$ cat src/rtl/direction_encoder_pkg.sv
// Shared direction codes and FSM state encoding for the direction encoder.
package direction_encoder_pkg;

  localparam logic [2:0] DIR_NONE      = 3'd0;
  localparam logic [2:0] DIR_FORWARD   = 3'd1;
  localparam logic [2:0] DIR_BACKWARD  = 3'd2;
  localparam logic [2:0] DIR_LFORWARD  = 3'd3;
  localparam logic [2:0] DIR_LBACKWARD = 3'd4;
  localparam logic [2:0] DIR_RFORWARD  = 3'd5;
  localparam logic [2:0] DIR_RBACKWARD = 3'd6;
  localparam logic [2:0] DIR_INVALID   = 3'b111;

  // Two's-complement 2-bit axis values.
  localparam logic [1:0] VEC_NEG  = 2'b11;
  localparam logic [1:0] VEC_ZERO = 2'b00;
  localparam logic [1:0] VEC_POS  = 2'b01;

  typedef enum logic [1:0] {
    ST_IDLE  = 2'd0,
    ST_DEAD  = 2'd1,
    ST_DRIVE = 2'd2
  } state_t;

endpackage

$ cat src/rtl/direction_encoder_dir_code_to_vec.sv
// Combinational map from a direction code to its signed (x, y) pair.
module dir_code_to_vec
  import direction_encoder_pkg::*;
(
  input  logic [2:0] code,
  output logic [1:0] x,
  output logic [1:0] y,
  output logic       known
);

  always_comb begin
    x     = VEC_ZERO;
    y     = VEC_ZERO;
    known = 1'b1;
    case (code)
      DIR_NONE:      ;
      DIR_FORWARD:   y = VEC_POS;
      DIR_BACKWARD:  y = VEC_NEG;
      DIR_LFORWARD:  begin x = VEC_NEG; y = VEC_POS; end
      DIR_LBACKWARD: begin x = VEC_NEG; y = VEC_NEG; end
      DIR_RFORWARD:  begin x = VEC_POS; y = VEC_POS; end
      DIR_RBACKWARD: begin x = VEC_POS; y = VEC_NEG; end
      default:       known = 1'b0;
    endcase
  end

endmodule

$ cat src/rtl/direction_encoder.sv
// Move-command encoder: timed (xDir, yDir) drive with abort and done/error pulses.
// Optional y-reversal dead-time is built only when DIRENC_DEADTIME_EN is defined.
module direction_encoder
  import direction_encoder_pkg::*;
#(
  parameter int DUR_W       = 16,
  parameter int DEAD_CYCLES = 4
) (
  input  logic             clk,
  input  logic             rst_n,
  input  logic             cmd_valid,
  output logic             cmd_ready,
  input  logic [2:0]       cmd_dir,
  input  logic [DUR_W-1:0] cmd_steps,
  input  logic             abort,
  output logic [1:0]       xDir,
  output logic [1:0]       yDir,
  output logic             busy,
  output logic             done,
  output logic             cmd_err
);

  state_t           state_q, state_d;
  logic [DUR_W-1:0] cnt_q, cnt_d;
  logic [1:0]       x_d, y_d, last_y_q, last_y_d;
  logic             busy_d, done_d, err_d;
  logic [1:0]       vec_x, vec_y;
  logic             known, accept, degenerate;

`ifdef DIRENC_DEADTIME_EN
  localparam int DCNT_W = (DEAD_CYCLES > 1) ? $clog2(DEAD_CYCLES + 1) : 1;
  logic [DCNT_W-1:0] dcnt_q, dcnt_d;
  logic [1:0]        px_q, px_d, py_q, py_d;
  logic              reversal;

  assign reversal = (DEAD_CYCLES != 0) && (last_y_q != VEC_ZERO) &&
                    (vec_y != VEC_ZERO) && (vec_y != last_y_q);
`endif

  dir_code_to_vec u_vec (
    .code  (cmd_dir),
    .x     (vec_x),
    .y     (vec_y),
    .known (known)
  );

  assign cmd_ready  = (state_q == ST_IDLE) && !abort;
  assign accept     = cmd_valid && cmd_ready;
  assign degenerate = (cmd_dir == DIR_NONE) || (cmd_steps == '0);

  always_comb begin
    state_d  = state_q;
    cnt_d    = cnt_q;
    x_d      = xDir;
    y_d      = yDir;
    last_y_d = last_y_q;
    done_d   = 1'b0;
    err_d    = 1'b0;
`ifdef DIRENC_DEADTIME_EN
    dcnt_d   = dcnt_q;
    px_d     = px_q;
    py_d     = py_q;
`endif
    case (state_q)
      ST_IDLE: begin
        x_d = VEC_ZERO;
        y_d = VEC_ZERO;
        if (accept) begin
          if (!known) begin
            err_d = 1'b1;
          end else if (degenerate) begin
            done_d = 1'b1;
          end else begin
            cnt_d = cmd_steps;
`ifdef DIRENC_DEADTIME_EN
            // Reversal parks the pair and leaves the step count loaded for DRIVE.
            if (reversal) begin
              state_d = ST_DEAD;
              dcnt_d  = DCNT_W'(DEAD_CYCLES);
              px_d    = vec_x;
              py_d    = vec_y;
            end else
`endif
            begin
              state_d  = ST_DRIVE;
              x_d      = vec_x;
              y_d      = vec_y;
              last_y_d = vec_y;
            end
          end
        end
      end
      ST_DRIVE: begin
        if (abort) begin
          state_d = ST_IDLE;
          x_d     = VEC_ZERO;
          y_d     = VEC_ZERO;
          cnt_d   = '0;
        end else if (cnt_q <= DUR_W'(1)) begin
          state_d = ST_IDLE;
          x_d     = VEC_ZERO;
          y_d     = VEC_ZERO;
          cnt_d   = '0;
          done_d  = 1'b1;
        end else begin
          cnt_d = cnt_q - DUR_W'(1);
        end
      end
`ifdef DIRENC_DEADTIME_EN
      ST_DEAD: begin
        x_d = VEC_ZERO;
        y_d = VEC_ZERO;
        if (abort) begin
          state_d = ST_IDLE;
          dcnt_d  = '0;
          cnt_d   = '0;
        end else if (dcnt_q <= DCNT_W'(1)) begin
          state_d  = ST_DRIVE;
          dcnt_d   = '0;
          x_d      = px_q;
          y_d      = py_q;
          last_y_d = py_q;
        end else begin
          dcnt_d = dcnt_q - DCNT_W'(1);
        end
      end
`endif
      default: begin
        state_d = ST_IDLE;
        x_d     = VEC_ZERO;
        y_d     = VEC_ZERO;
        cnt_d   = '0;
      end
    endcase
    busy_d = (state_d != ST_IDLE);
  end

  always_ff @(posedge clk or negedge rst_n) begin
    if (!rst_n) begin
      state_q  <= ST_IDLE;
      cnt_q    <= '0;
      xDir     <= VEC_ZERO;
      yDir     <= VEC_ZERO;
      busy     <= 1'b0;
      done     <= 1'b0;
      cmd_err  <= 1'b0;
      last_y_q <= VEC_ZERO;
`ifdef DIRENC_DEADTIME_EN
      dcnt_q   <= '0;
      px_q     <= VEC_ZERO;
      py_q     <= VEC_ZERO;
`endif
    end else begin
      state_q  <= state_d;
      cnt_q    <= cnt_d;
      xDir     <= x_d;
      yDir     <= y_d;
      busy     <= busy_d;
      done     <= done_d;
      cmd_err  <= err_d;
      last_y_q <= last_y_d;
`ifdef DIRENC_DEADTIME_EN
      dcnt_q   <= dcnt_d;
      px_q     <= px_d;
      py_q     <= py_d;
`endif
    end
  end

endmodule

$ cat config.mk
export PLATFORM = sky130hd
export DESIGN_NAME = direction_encoder
export DESIGN_NICKNAME = d
export VERILOG_FILES = /design/src/rtl/direction_encoder_pkg.sv /design/src/rtl/direction_encoder_dir_code_to_vec.sv /design/src/rtl/direction_encoder.sv
export SDC_FILE = /design/constraint.sdc
export NUM_CORES = 1
export LEC_CHECK = 0
export CAP_MARGIN = 10
export CORE_MARGIN = 2
export CORE_UTILIZATION = 51
export DETAILED_ROUTE_END_ITERATION = 16
export GPL_TIMING_DRIVEN = 0
export PLACE_DENSITY = 0.88
export SLEW_MARGIN = 30
export SYNTH_ARGS = -nofsm -noshare
export SYNTH_HDL_FRONTEND = slang
export SYNTH_HIERARCHICAL = 1
export SYNTH_SLANG_ARGS = --single-unit
export TNS_END_PERCENT = 1
$ cat constraint.sdc
create_clock -name clk -period 2.2 [get_ports clk]
set_input_delay 0.22 -clock clk [delete_from_list [all_inputs] [get_ports clk]]
set_output_delay 0.22 -clock clk [all_outputs]
set_load 0.01 [all_outputs]
# Word-level counts from Yosys, hierarchy flattened
# Cells that the tools add are included.
dict set report op_classes {
  n_addsub 1
  n_mul 0
  div 0
  n_lt_le_gt_ge 1
  n_eq_ne 11
  n_shift 0
  muxes 34
  bitwise 0
  n_reduce_logical 14
}
# cell count
set ops {}
lappend ops {{$mux 16} 5}
lappend ops {{$pmux 16 s2} 1}
lappend ops {{$mux 2} 13}
lappend ops {{$pmux 2 s2} 5}
lappend ops {{$le 16x1->1 const B} 1}
lappend ops {{$logic_not 16->1} 1}
lappend ops {{$sub 16x1->16 const B} 1}
lappend ops {{$eq 3x3->1 const B} 3}
lappend ops {{$mux 1} 9}
lappend ops {{$reduce_or 7->1} 1}
lappend ops {{$eq 3x2->1 const B} 2}
lappend ops {{$ne 2x2->1 const B} 3}
lappend ops {{$reduce_or 3->1} 2}
lappend ops {{$reduce_or 2->1} 2}
lappend ops {{$eq 3x1->1 const B} 1}
lappend ops {{$logic_not 3->1} 1}
lappend ops {{$ne 3x3->1 const B} 1}
lappend ops {{$reduce_and 3->1} 1}
lappend ops {{$eq 2x2->1 const B} 1}
lappend ops {{$logic_and 1x1->1} 2}
lappend ops {{$logic_not 2->1} 1}
lappend ops {{$pmux 1 s2} 1}
lappend ops {{$reduce_bool 2->1} 1}
lappend ops {{$logic_not 1->1} 1}
lappend ops {{$logic_or 1x1->1} 1}
dict set report totals {
  register_bits 25
  latchBits 0
  mem_bits_rw 0
  mem_bits_ro 0
  in_bits 23
  output_inout_bits 8
  elab_cells 68
  n_memories 0
}

# Depth between registers and ports, before layout
# Gate-level depths: netlist (run 1).
dict set report depth {
  word_depth 7
  ltp_mapped 9
  ltp_nobuf 7
}

# Modules after synthesis
# Netlist (run 1), hierarchy kept.
# module n_inst cells_per_inst area_each_um2 seq_area_each_um2
set modules_own_cells {}
lappend modules_own_cells {direction_encoder 1 154 1500.2 625.6}
lappend modules_own_cells {dir_code_to_vec 1 9 50.0 0.0}

# Worst setup path before layout (run 1)
# Ideal clock, no wire load.
dict set report synth_path {
  path_kind {register to register}
  start {register cnt_q[0]}
  end {register cnt_q[12]}
  arrival_ns 1.728
  required_time_ns 2.074
  path_slack_ns 0.346
  path_stages_with_launch 8
  n_path_buf 0
  period_less_slack_ns 1.854
  cell_sequence {dfrtp_1 > inv_1 > ha_1 > nor3b_1 > nand3_1 > nor3_1 > o22ai_1 > a221o_1}
}
dict set report synth_between {
  elab_chain_cells 4
}
# element line_no
set synth_rtl {}
lappend synth_rtl {{start, declared} direction_encoder.sv:24} ;# logic [DUR_W-1:0] cnt_q, cnt_d;
lappend synth_rtl {{start signal, assigned} direction_encoder.sv:155} ;# cnt_q <= cnt_d;
lappend synth_rtl {{$sub 16x1->16 or $le 16x1->1 (tied branches)} {direction_encoder.sv:106, direction_encoder.sv:99}}
lappend synth_rtl {{$mux 16 (*)} direction_encoder.sv:99} ;# end else if (cnt_q <= DUR_W'(1)) begin
lappend synth_rtl {{$mux 16 (*)} direction_encoder.sv:94} ;# if (abort) begin
lappend synth_rtl {{$pmux 16 s2 (*)} direction_encoder.sv:64} ;# case (state_q)
# Mark *: on every way between the ends. The rest lies on a longest branch, timed or not.
# A chain may end at the register's enable or synchronous reset.

# Worst setup path in the final report (run 1)
dict set report layout_path {
  start {input cmd_steps[10]}
  end {register cnt_q[9]}
}
dict set report layout_between {
  elab_chain_cells 4
}
# element line_no
set layout_rtl {}
lappend layout_rtl {{start, declared} direction_encoder.sv:14} ;# input logic [DUR_W-1:0] cmd_steps,
lappend layout_rtl {{$logic_not 16->1} direction_encoder.sv:49} ;# assign degenerate = (cmd_dir == DIR_NONE) || (cmd_steps == '0);
lappend layout_rtl {{$logic_or 1x1->1} direction_encoder.sv:49}
lappend layout_rtl {{$ne 2x2->1 (no source line)} n/a}
lappend layout_rtl {{$reduce_and 3->1 (no source line)} n/a}
# Every way passes these cells.

==> run summary, run 1 <==
Leading cell type by number of instances after synthesis: sky130_fd_sc_hd__dfrtp_1. The first global-routing pass estimated 7040 um of wire. The count of non-filler cells in the finished layout came out at 234. The power density over the cells was 561 mW/mm2. In the post-synthesis netlist, the biggest area contributors are sky130_fd_sc_hd__dfrtp_1 40%, sky130_fd_sc_hd__o22ai_1 4.8%, sky130_fd_sc_hd__o2bb2ai_1 4.0%. During I/O placement, the number of pins put on the boundary was 31. The clock period could shrink to 2.10 ns. The sequential cells in the finished layout cover a total of 626 um2.

In the global route stage, overall resource usage came out at 26.9%. The tools report the remaining global-route overflow as 0. In the final design database the tool counted 227 nets. Setup slack on the critical path of the routed design comes to 0.100 ns. Clock-pin slew was measured on the worst setup and hold paths at 0.14 ns. In the synthesized netlist the dominant register cell turns out to be sky130_fd_sc_hd__dfrtp_1. Among all stages on the critical path, the largest delay is contributed by sky130_fd_sc_hd__clkdlybuf4s50_1.

In this run the worst path has a maximum fanout of 10. Including well taps, the total number of placed cells is 226. The number of antenna diodes in the final layout is 0. The run gives 3170 um as the post-DP HPWL.

Entering global routing, the biggest net connects 26 pins. STA classifies the critical path startpoint as a primary input. The fraction of final layout cells sized beyond drive strength 1 was 12.9%; the critical path arrival was 2.31 ns.

The total count of max-transition violations in the final report was 0; the portion of the post-synthesis area used by sequential elements was 40.4%. The die is 59.1 um tall. Number of iterations in the first detailed-routing pass: 5.

The total core area came out at 0.00298 mm2. The count of endpoints failing hold in the final timing report was 0; the data required time at the worst endpoint was 2.41 ns. Synthesis-stage register bit count: 25. For the pin with the worst max-slew slack, the measured transition is 0.577 ns. In this run, CTS created clock tree buffers numbering 3. The worst hold path belongs to the class in2async. The die extent in x was 59.1 um. The last weighted congestion value of the routability-driven placer is 0.863, and the biggest cell delay along the critical path is 0.43 ns.

The area occupied by multi-input gates was 848 um2. The logs give 0 for the DRC violation count after routing and 66.3% for the share of the core filled with cells in the final layout. The cell taking the most area after synthesis was sky130_fd_sc_hd__dfrtp_1. The tool flagged a number of max-cap violations equal to 0. A synthesized cell averages 9.51 um2. The run finished with clean final reports.

Clock tree synthesis found a total of 25 sinks. The fraction of power spent switching nets came out at 34.7%. Combinational logic burns 34.0% of the power. By startpoint and endpoint, the worst setup path is classified as in2reg.

The routed via count divided by cell count is 6.72, and the via count of the first global-routing pass is 1,489. The number of synthesized flops with an enable pin works out to 0. The analysis attributes to cell leakage a power of 0.875 nW. The run gives 261 as the number of filler cells placed in the layout.

Cell type group with the largest total delay on the critical path: simple AND/OR/NAND/NOR gates. Average routed wire per standard cell: 19.1 um. The routed layout has 1,573 vias. Counting instances in the post-synthesis netlist gives the leading cell types as 25 x sky130_fd_sc_hd__dfrtp_1, 16 x sky130_fd_sc_hd__nor2_1, 13 x sky130_fd_sc_hd__nand2_1, 12 x sky130_fd_sc_hd__o22ai_1, 9 x sky130_fd_sc_hd__nor3_1. The quantity of I/O buffers inserted on ports came out at 30. The placed cell area is 0.00189 mm2, and the proportion of netlist area held by the largest area contributor is 40.4%.

The tools report the final number of setup-violating endpoints as 0. Based on the critical path, the design can be clocked at up to 476 MHz. The clock network burns 19.5% of the power. The internal portion of the total power is 0.724 mW.

Synthesis produced a netlist whose cell count is 163. The routed design has 4470 um of wire. Setup repair after global routing left no endpoint under its margin. For this run, the number of Yosys warnings is 6. The proportion of synthesized flip-flops having asynchronous set or reset was 100%; the worst clock skew was 0.00188 ns. The number of buffers and inverters on the critical path was 3. For this design the total switching power over the nets is 0.385 mW.

The logs give 188 for the synthesized netlist net count and 46.6% for the power share of the sequential group. For the H-tree depth, the log shows 1. The tree is rooted in a sky130_fd_sc_hd__clkbuf_4. TritonCTS built the clock tree.

Headroom to the max-slew limit came out at 61.6%. The worst-case setup slack after placement was -0.168 ns; the starting DRC count in detailed routing was 122. The post-synthesis instance area is 0.00155 mm2. The worst-case IR drop observed on VDD is 0.000350 V. The clock insertion delay at the later pin of the skew report is 0.33 ns, and the post-detailed-route count of antenna-violating nets is 0. The critical path goes through clkdlybuf4s50_1, nor4_1, nand4_1, and3_1, buf_4, buf_8, o21bai_1, o2bb2ai_1. Setup total negative slack on the finished layout was measured at 0 ns. The post-route cell area was 0.00198 mm2.

The clock tree buffer depth was 2. For the area of the die, the log shows 0.00350 mm2. For this configuration, the core starts out at a cell density of 52.1%. The number of antenna violations at the first check in global routing is 0, and the synthesis-to-layout area growth is 27.4%. The number of distinct library cells after synthesis was 45. The worst setup path is captured at a flip-flop. The floorplan has 20 rows.

Of the available clock period, the critical path in the final layout requires 95.4%.
==> cells in the final DEF (no fill, tap or decap), drive strengths merged, types with 4 or more instances in the layout <==
| cell type | n |
|---|---|
| clkdlybuf4s50 | 28 |
| a221o | 4 |
| nand3 | 5 |
| buf | 13 |
| nor4 | 10 |
| nor2 | 16 |
| dfrtp | 25 |
| o2bb2ai | 7 |
| o22ai | 12 |
| nand2 | 14 |
| clkbuf | 5 |
| nor3 | 10 |
| a22o | 5 |
==> routing by layer <==
metal / part of all wire, % / wire length (um) / vias up / GRT usage (%)
li1: - / - / 709 / -
met1: 40 / 1800 / 763 / 36.0
met2: 50 / 2230 / 87 / 45.4
met3: 7.8 / 348 / 14 / 3.06
met4: 1.8 / 82 / 0 / 8.77
met5: 0 / 0 / - / 0
==> repair_timing <==
action / CTS / global route
gates resized for setup: 3 / 4
setup buffers: 0 / 3
pin swaps: 0 / 1
hold buffers: 1 / 0
endpoints found under the setup margin: 2 / 8
hold endpoints to repair: 25 / 0
==> path summary, 6_finish.rpt <==
kind                                        from              endpoint  slack (ns)  cells after the start
max                                cmd_steps[10]  cnt_q[9]$_DFFE_PN0P_        0.10                      8
max in group asynchronous                  rst_n  cnt_q[6]$_DFFE_PN0P_        1.42                      2
min                                        rst_n  cnt_q[0]$_DFFE_PN0P_        0.40                      2
max reg2reg                cnt_q[14]$_DFFE_PN0P_  cnt_q[3]$_DFFE_PN0P_        0.11                      6
min reg2reg                  yDir[0]$_DFFE_PN0P_   yDir[0]$_DFFE_PN0P_        0.53                      1
min in group clk                       cmd_valid     cmd_err$_DFF_PN0_        0.48                      2
==> state kept, by name, summed over array words and instances, names as in the netlist <==
register / count
xDir: 2
done: 1
cmd_err: 1
state_q: 2
cnt_q: 16
yDir: 2
busy: 1
==> metrics by stage <==
step                      hold slack (ns)  total power, mW
after floorplan                   -0.0756            0.741
after global placement              0.474            0.858
after detailed placement            0.248            0.869
after CTS                           0.415             1.08
after global routing                0.457             1.17
final                               0.402             1.11
==> cells by family (layout without fill, tap and decap cells) <==
group	after synthesis	count (layout)	synth area share (%)
AOI/OAI and AO/OA	46	46	23.6
xor gates and xnor gates	2	2	1.13
other	1	1	0.242
DFF	25	25	40.4
muxes	2	2	1.29
adders and majority gates	2	2	1.61
and+or+nand+nor	72	72	25.3
buffers and inverters	13	51	6.46
==> power groups by stage <==
stage	Sequential (mW)	Combinational, mW	Clock, mW
floorplan	0.517	0.224	0
CTS	0.513	0.354	0.217
global route	0.519	0.413	0.234
detailed placement	0.522	0.347	0
finish	0.516	0.377	0.216
global placement	0.519	0.339	0
==> cell type report <==
type / instances / share of cell area (%)
repair buffers: 34 / 16.7
multi-input cells: 125 / 42.9
well taps: 33 / 2.09
plain buffers: 10 / 4.69
clock buffers: 4 / 1.33
inverters: 3 / 0.570
flip-flops and latches: 25 / 31.7
No activity file was read; power rests on OpenSTA's default activity.
==> run 2: changes to the inputs <==
--- a/config.mk
+++ b/config.mk
@@ -7,10 +7,10 @@
 export LEC_CHECK = 0
 export CAP_MARGIN = 10
 export CORE_MARGIN = 2
-export CORE_UTILIZATION = 51
+export CORE_UTILIZATION = 50
 export DETAILED_ROUTE_END_ITERATION = 16
 export GPL_TIMING_DRIVEN = 0
-export PLACE_DENSITY = 0.88
+export PLACE_DENSITY = 0.87
 export SLEW_MARGIN = 30
 export SYNTH_ARGS = -nofsm -noshare
 export SYNTH_HDL_FRONTEND = slang
==> run summary, run 2 (synthesis gave the netlist of run 1 again) <==
The logs give 2.43 ns (was 2.41 ns) for the data required time at the worst endpoint and 25.3% (was 26.9%) for the overall global routing resource usage. The logs give 0.00189 mm2 (unchanged) for the placed cell area and 1 (unchanged) for the H-tree depth. The number of filler cells placed in the layout came out at 267 (was 261). The number of antenna violations at the first check in global routing came out at 0 (unchanged). The clock slew seen by the registers of the worst setup and hold paths is 0.14 ns (about the same), and the total power after layout is 1.09 mW (was 1.11 mW). The logs give 97 (was 122) for the starting DRC count in detailed routing and 1,471 (was 1,573) for the via count.

The routed via count divided by cell count was 6.37 (was 6.72); the maximum net fanout on the critical path was 7 (was 10). The run gives 0 (unchanged) as the final number of setup-violating endpoints. The post-DP HPWL was 3090 um (was 3170 um). Top library cells by usage in the layout, fill and taps aside: 28 x sky130_fd_sc_hd__clkdlybuf4s50_1, 25 x sky130_fd_sc_hd__dfrtp_1, 16 x sky130_fd_sc_hd__nor2_1 (unchanged). The tools report the worst clock skew as 0.00405 ns (was 0.00188 ns). Leakage power: 0.846 nW (was 0.875 nW).

Final worst-path setup slack: 0.0875 ns (was 0.100 ns). The logs give 0 (unchanged) for the total count of max-transition violations in the final report and 473 MHz (was 476 MHz) for the achievable clock frequency. The count of endpoints failing hold in the final timing report was 0 (unchanged); the quantity of I/O buffers inserted on ports was 30 (unchanged). The DRC violation count after routing was 0 (unchanged). The tools report the post-detailed-route count of antenna-violating nets as 0 (unchanged). The tools report the number of iterations in the first detailed-routing pass as 4 (was 5). The global-route wire length before repair was 6860 um (was 7040 um). The die height was 59.7 um (was 59.1 um); the routed wire length was 4140 um (was 4470 um).

The number of flip-flops under the largest register name was 16 (unchanged); the total number of placement rows was 20 (unchanged). Critical path launch point type: a flip-flop (was a primary input). The tools report the largest net degree at the start of global routing as 26 (unchanged).

The final critical-path share of the clock period is 96.0% (was 95.4%). The logs give -0.179 ns (was -0.168 ns) for the worst-case setup slack after placement and 0 (unchanged) for the total of max-cap violations. Fraction of final layout cells sized beyond drive strength 1: 10.6% (was 12.9%). The tools report the clock tree root driver cell as sky130_fd_sc_hd__clkbuf_4 (unchanged). The via count of the first global-routing pass is 1,450 (was 1,489), and the number of CTS-inserted buffers is 3 (unchanged). Type of the worst min-delay path: in2async (unchanged). The last weighted congestion value of the routability-driven placer came out at 0.883 (was 0.863). The run gives 0.00300 mm2 (was 0.00298 mm2) as the total core area. The shortest clock period the worst path allows after layout works out to 2.11 ns (was 2.10 ns).

The run gives 53.2% (was 61.6%) as the normalized max-slew margin. The average routed wire per standard cell works out to 17.9 um (was 19.1 um). The most common cell after layout, fill and taps aside was sky130_fd_sc_hd__clkdlybuf4s50_1 (unchanged). Clock insertion delay at the later pin of the skew report: 0.33 ns (about the same). The critical path arrival was 2.35 ns (was 2.31 ns); the post-route cell area was 0.00194 mm2 (was 0.00198 mm2). The sort of element at the end of the critical path was a flip-flop (unchanged). The TritonCTS sink count was 25 (unchanged); the clock tree buffer depth was 2 (unchanged). The measured slew at the worst slew-check pin is 0.696 ns (was 0.577 ns).

TritonCTS built the clock tree. The flow ran to the end, and the final reports show no timing, DRC or antenna violations. The worst hold slack was 0.387 ns (was 0.402 ns); the remaining global-route overflow was 0 (unchanged). The effective utilization at floorplan was 51.6% (was 52.1%).

The logs give 31 (unchanged) for the number of placed I/O pins and 64.5% (was 66.3%) for the share of the core filled with cells in the final layout. Largest register by flop count: cnt_q (unchanged). The tools report the antenna diode count as 0 (unchanged). The synthesis-to-layout area growth was 24.9% (was 27.4%).

The power density over the cells was 564 mW/mm2 (was 561 mW/mm2); the peak supply drop was 0.000303 V (was 0.000350 V). The die extent in x is 59.7 um (was 59.1 um). Class of the most critical setup path: reg2reg (was in2reg). Setup repair after global routing left no endpoint under its margin.

The area of the die is 0.00356 mm2 (was 0.00350 mm2), and the net count of the finished layout is 224 (was 227).
## run 2: cell types whose count changed in the layout (fill, tap and decap cells not counted), sizes merged
cell and delta:
buf -3, dlygate4sd2 +1, dlymetal6s2s -1
## run 2: metal layers
| layer | vias up | wire length, um | track usage (%) |
|---|---|---|---|
| met5 | - | 0 | 0 |
| met4 | 0 | 38 | 5.71 |
| met3 | 5 | 242 | 2.60 |
| met2 | 61 | 1980 | 41.9 |
| met1 | 703 | 1880 | 35.7 |
| li1 | 702 | - | - |
## run 2: worst max-delay path, cell delays in order (launching register included)
cell and delay (ns):
sky130_fd_sc_hd__dfrtp_1 0.48, sky130_fd_sc_hd__nor4_1 0.66, sky130_fd_sc_hd__nand3_1 0.28, sky130_fd_sc_hd__nor3_1 0.19, sky130_fd_sc_hd__o22ai_1 0.11, sky130_fd_sc_hd__a221o_1 0.30
## run 2: what timing repair did
item                                   CTS  global route
setup endpoints to repair                2             1
gates resized for setup                  4             1
setup buffers                            0             0
hold buffers                             1             0
endpoints found under the hold margin   25             0
## run 2: metrics by stage
stage	instances	setup TNS [ns]
2_1_floorplan	163	0
3_3_place_gp	226	-1.09
3_5_place_dp	226	-1.23
4_1_cts	231	0
5_1_grt	231	0
6_report	231	0
## run 2: path summary, 6_finish.rpt
check	slack, ns	from	to	cells after the start
setup / recovery	0.09	cnt_q[0]$_DFFE_PN0P_	cnt_q[15]$_DFFE_PN0P_	5
hold / removal	0.39	rst_n	cnt_q[3]$_DFFE_PN0P_	2
setup reg to reg	0.09	cnt_q[0]$_DFFE_PN0P_	cnt_q[15]$_DFFE_PN0P_	5
hold reg to reg	0.52	cnt_q[9]$_DFFE_PN0P_	cnt_q[9]$_DFFE_PN0P_	1
max in group asynchronous	1.44	rst_n	cnt_q[9]$_DFFE_PN0P_	2
min in group clk	0.49	cmd_valid	cmd_err$_DFF_PN0_	2
## run 2: area by class of cell
cell class                 count  area, um2  area share, %
sequential                    25        626           32.3
timing repair buffer          31        304           15.7
multi-input combinational    125        836           43.2
inverter                       3       11.3          0.581
tap                           33       41.3           2.13
clock buffer                   4       26.3           1.36
buffer                        10       92.6           4.78
## run 2: report_power, final
part	internal (mW)	total (mW)	leakage, nW	switching, mW
Clock	0.0713	0.220	0.0150	0.149
Sequential	0.484	0.515	0.341	0.0313
Combinational	0.161	0.356	0.490	0.195
Total	0.716	1.09	0.846	0.375
==> run 3: changes to the inputs <==
--- a/config.mk
+++ b/config.mk
@@ -9,8 +9,9 @@
 export CORE_MARGIN = 2
 export CORE_UTILIZATION = 50
 export DETAILED_ROUTE_END_ITERATION = 16
+export DONT_BUFFER_PORTS = 1
 export GPL_TIMING_DRIVEN = 0
-export PLACE_DENSITY = 0.87
+export PLACE_DENSITY = 0.74
 export SLEW_MARGIN = 30
 export SYNTH_ARGS = -nofsm -noshare
 export SYNTH_HDL_FRONTEND = slang
==> run summary, run 3 (synthesis gave the netlist of run 1 again) <==
The post-route cell area is 0.00168 mm2 (was 0.00194 mm2), and the quantity of I/O buffers inserted on ports is 0 (was 30). Area of the die: 0.00356 mm2 (unchanged). The number of iterations in the first detailed-routing pass is 4 (unchanged). The placed cell area is 0.00159 mm2 (was 0.00189 mm2), and the number of antenna violations at the first check in global routing is 0 (unchanged). The number of buffers and inverters on the critical path was 1 (was 0).

Worst hold slack: 0.00150 ns (was 0.387 ns). The remaining global-route overflow was 0 (unchanged); the antenna diode count was 0 (unchanged). The run gives 0 (unchanged) as the DRC violation count after routing. Critical Path, Cell by Cell: nor4_4, nand2_2, o21ai_2, buf_6, nor2_1, a221o_1 (was nor4_1, nand3_1, nor3_1, o22ai_1, a221o_1). The run gives 183 (was 97) as the starting DRC count in detailed routing. The type of the worst min-delay path was in2reg (was in2async). The routed via count divided by cell count came out at 6.79 (was 6.37). Effective utilization at floorplan: 51.6% (unchanged). The H-tree depth came out at 1 (unchanged). The logs give 0.741 nW (was 0.846 nW) for the leakage power and 0.00119 ns (was 0.00405 ns) for the worst clock skew. For the net count of the finished layout, the log shows 196 (was 224). TritonCTS built the clock tree.

The total of max-cap violations was 0 (unchanged). The total core area is 0.00300 mm2 (unchanged), and the clock insertion delay at the later pin of the skew report is 0.33 ns (about the same). For the via count of the first global-routing pass, the log shows 1,341 (was 1,450).

The biggest cell delay along the critical path was 0.50 ns (was 0.66 ns); the via count was 1,379 (was 1,471). Class of the most critical setup path: reg2reg (unchanged). For the aggregate negative setup slack, the log shows 0 ns (unchanged). Setup repair after global routing left no endpoint under its margin. Clock tree buffer depth: 2 (unchanged). The average routed wire per standard cell was 19.2 um (was 17.9 um); the number of flip-flops under the largest register name was 16 (unchanged).

The fraction of final layout cells sized beyond drive strength 1 works out to 12.4% (was 10.6%). The most common cell after layout, fill and taps aside was sky130_fd_sc_hd__dfrtp_1 (was sky130_fd_sc_hd__clkdlybuf4s50_1). Top library cells by usage in the layout, fill and taps aside: 25 x sky130_fd_sc_hd__dfrtp_1, 16 x sky130_fd_sc_hd__nor2_1, 13 x sky130_fd_sc_hd__nand2_1 (was 28 x sky130_fd_sc_hd__clkdlybuf4s50_1, 25 x sky130_fd_sc_hd__dfrtp_1, 16 x sky130_fd_sc_hd__nor2_1). The shortest clock period the worst path allows after layout was 2.06 ns (was 2.11 ns); the total power after layout was 1.04 mW (was 1.09 mW). The power density over the cells was 619 mW/mm2 (was 564 mW/mm2); the final critical-path share of the clock period was 93.5% (was 96.0%).

The synthesis-to-layout area growth works out to 8.07% (was 24.9%). The number of CTS-inserted buffers was 3 (unchanged). The die height is 59.7 um (unchanged). The tools report the critical path launch point type as a flip-flop (unchanged). The tools report the normalized max-slew margin as 65.1% (was 53.2%). The total count of max-transition violations in the final report was 0 (unchanged); the clock slew seen by the registers of the worst setup and hold paths was 0.14 ns (about the same). The cell type group with the largest total delay on the critical path is simple AND/OR/NAND/NOR gates (unchanged). The largest net degree at the start of global routing came out at 26 (unchanged).

The routed wire length is 3890 um (was 4140 um). The sort of element at the end of the critical path was a flip-flop (unchanged). The run gives 25 (unchanged) as the TritonCTS sink count. The logs give 0 (unchanged) for the post-detailed-route count of antenna-violating nets and 2860 um (was 3090 um) for the post-DP HPWL.

The last weighted congestion value of the routability-driven placer came out at 0.936 (was 0.883). The flow ran to the end, and the final reports show no timing, DRC or antenna violations. The logs give 486 MHz (was 473 MHz) for the achievable clock frequency and 0 (unchanged) for the count of endpoints failing hold in the final timing report.

The largest register by flop count is cnt_q (unchanged). The slowest cell on the critical path is sky130_fd_sc_hd__dfrtp_1 (was sky130_fd_sc_hd__nor4_1). The peak supply drop is 0.000265 V (was 0.000303 V), and the measured slew at the worst slew-check pin is 0.519 ns (was 0.696 ns). The die extent in x was 59.7 um (unchanged); the maximum net fanout on the critical path was 10 (was 7).

The logs give 20 (unchanged) for the total number of placement rows and 0 (unchanged) for the final number of setup-violating endpoints. The logs give 24.1% (was 25.3%) for the overall global routing resource usage and 6360 um (was 6860 um) for the global-route wire length before repair. The data required time at the worst endpoint was 2.43 ns (about the same); the critical path arrival was 2.29 ns (was 2.35 ns). The number of placed I/O pins is 31 (unchanged). The clock tree root driver cell was sky130_fd_sc_hd__clkbuf_4 (unchanged).
[run 3: cell count changes in the layout (fill, tap and decap cells not counted), sizes merged]
cell | previous run | this run
dlygate4sd2 | 1 | 0
dlygate4sd3 | 1 | 2
clkdlybuf4s50 | 28 | 0
[run 3: final timing paths]
| path | start | endpoint | slack, ns | cells after the start |
|---|---|---|---|---|
| max | cnt_q[4]$_DFFE_PN0P_ | cnt_q[3]$_DFFE_PN0P_ | 0.14 | 6 |
| min | cmd_steps[1] | cnt_q[1]$_DFFE_PN0P_ | 0.001 | 2 |
| max reg2reg | cnt_q[4]$_DFFE_PN0P_ | cnt_q[3]$_DFFE_PN0P_ | 0.14 | 6 |
| min reg2reg | state_q[0]$_DFF_PN0_ | done$_DFF_PN0_ | 0.51 | 1 |
| max in group asynchronous | rst_n | cnt_q[7]$_DFFE_PN0P_ | 1.75 | 2 |
| min in group asynchronous | rst_n | cnt_q[6]$_DFFE_PN0P_ | 0.30 | 2 |
[run 3: power by group]
group / internal (mW) / switching [mW] / total [mW]
clock: 0.0713 / 0.144 / 0.215
sequential: 0.484 / 0.0324 / 0.516
combinational: 0.128 / 0.177 / 0.305
[run 3: through the flow]
stage          cells  setup slack [ns]  utilization (%)
6_report         203             0.143             55.8
5_1_grt          203            0.0228             55.8
4_1_cts          203             0.111             55.4
3_5_place_dp     196            -0.141             53.0
3_3_place_gp     196           -0.0387             53.0
2_1_floorplan    163             0.346                -
[run 3: area by class of cell]
cell class                 count  area (um2)
timing repair buffer           3        40.0
fill                         264        1330
tap                           33        41.3
buffer                        10        88.8
inverter                       3        11.3
clock buffer                   4        26.3
multi-input combinational    125         842
sequential                    25         626
[run 3: what timing repair did]
| action | 4_1_cts | 5_1_grt |
|---|---|---|
| buffers inserted | 0 | 0 |
| hold buffers | 3 | 0 |
| resized for setup | 1 | 2 |
| hold endpoints to repair | 26 | 0 |
| gates cloned | 0 | 0 |
| pin swaps | 0 | 0 |
| setup endpoints to repair | 1 | 3 |
[run 3: per-layer routing]
| layer | vias up | global-route usage [%] | share of wire [%] |
|---|---|---|---|
| met5 | - | 0 | 0 |
| met4 | 0 | 6.98 | 1.2 |
| met3 | 5 | 4.98 | 8.9 |
| met2 | 71 | 39.6 | 49 |
| met1 | 665 | 31.8 | 41 |
| li1 | 638 | - | - |
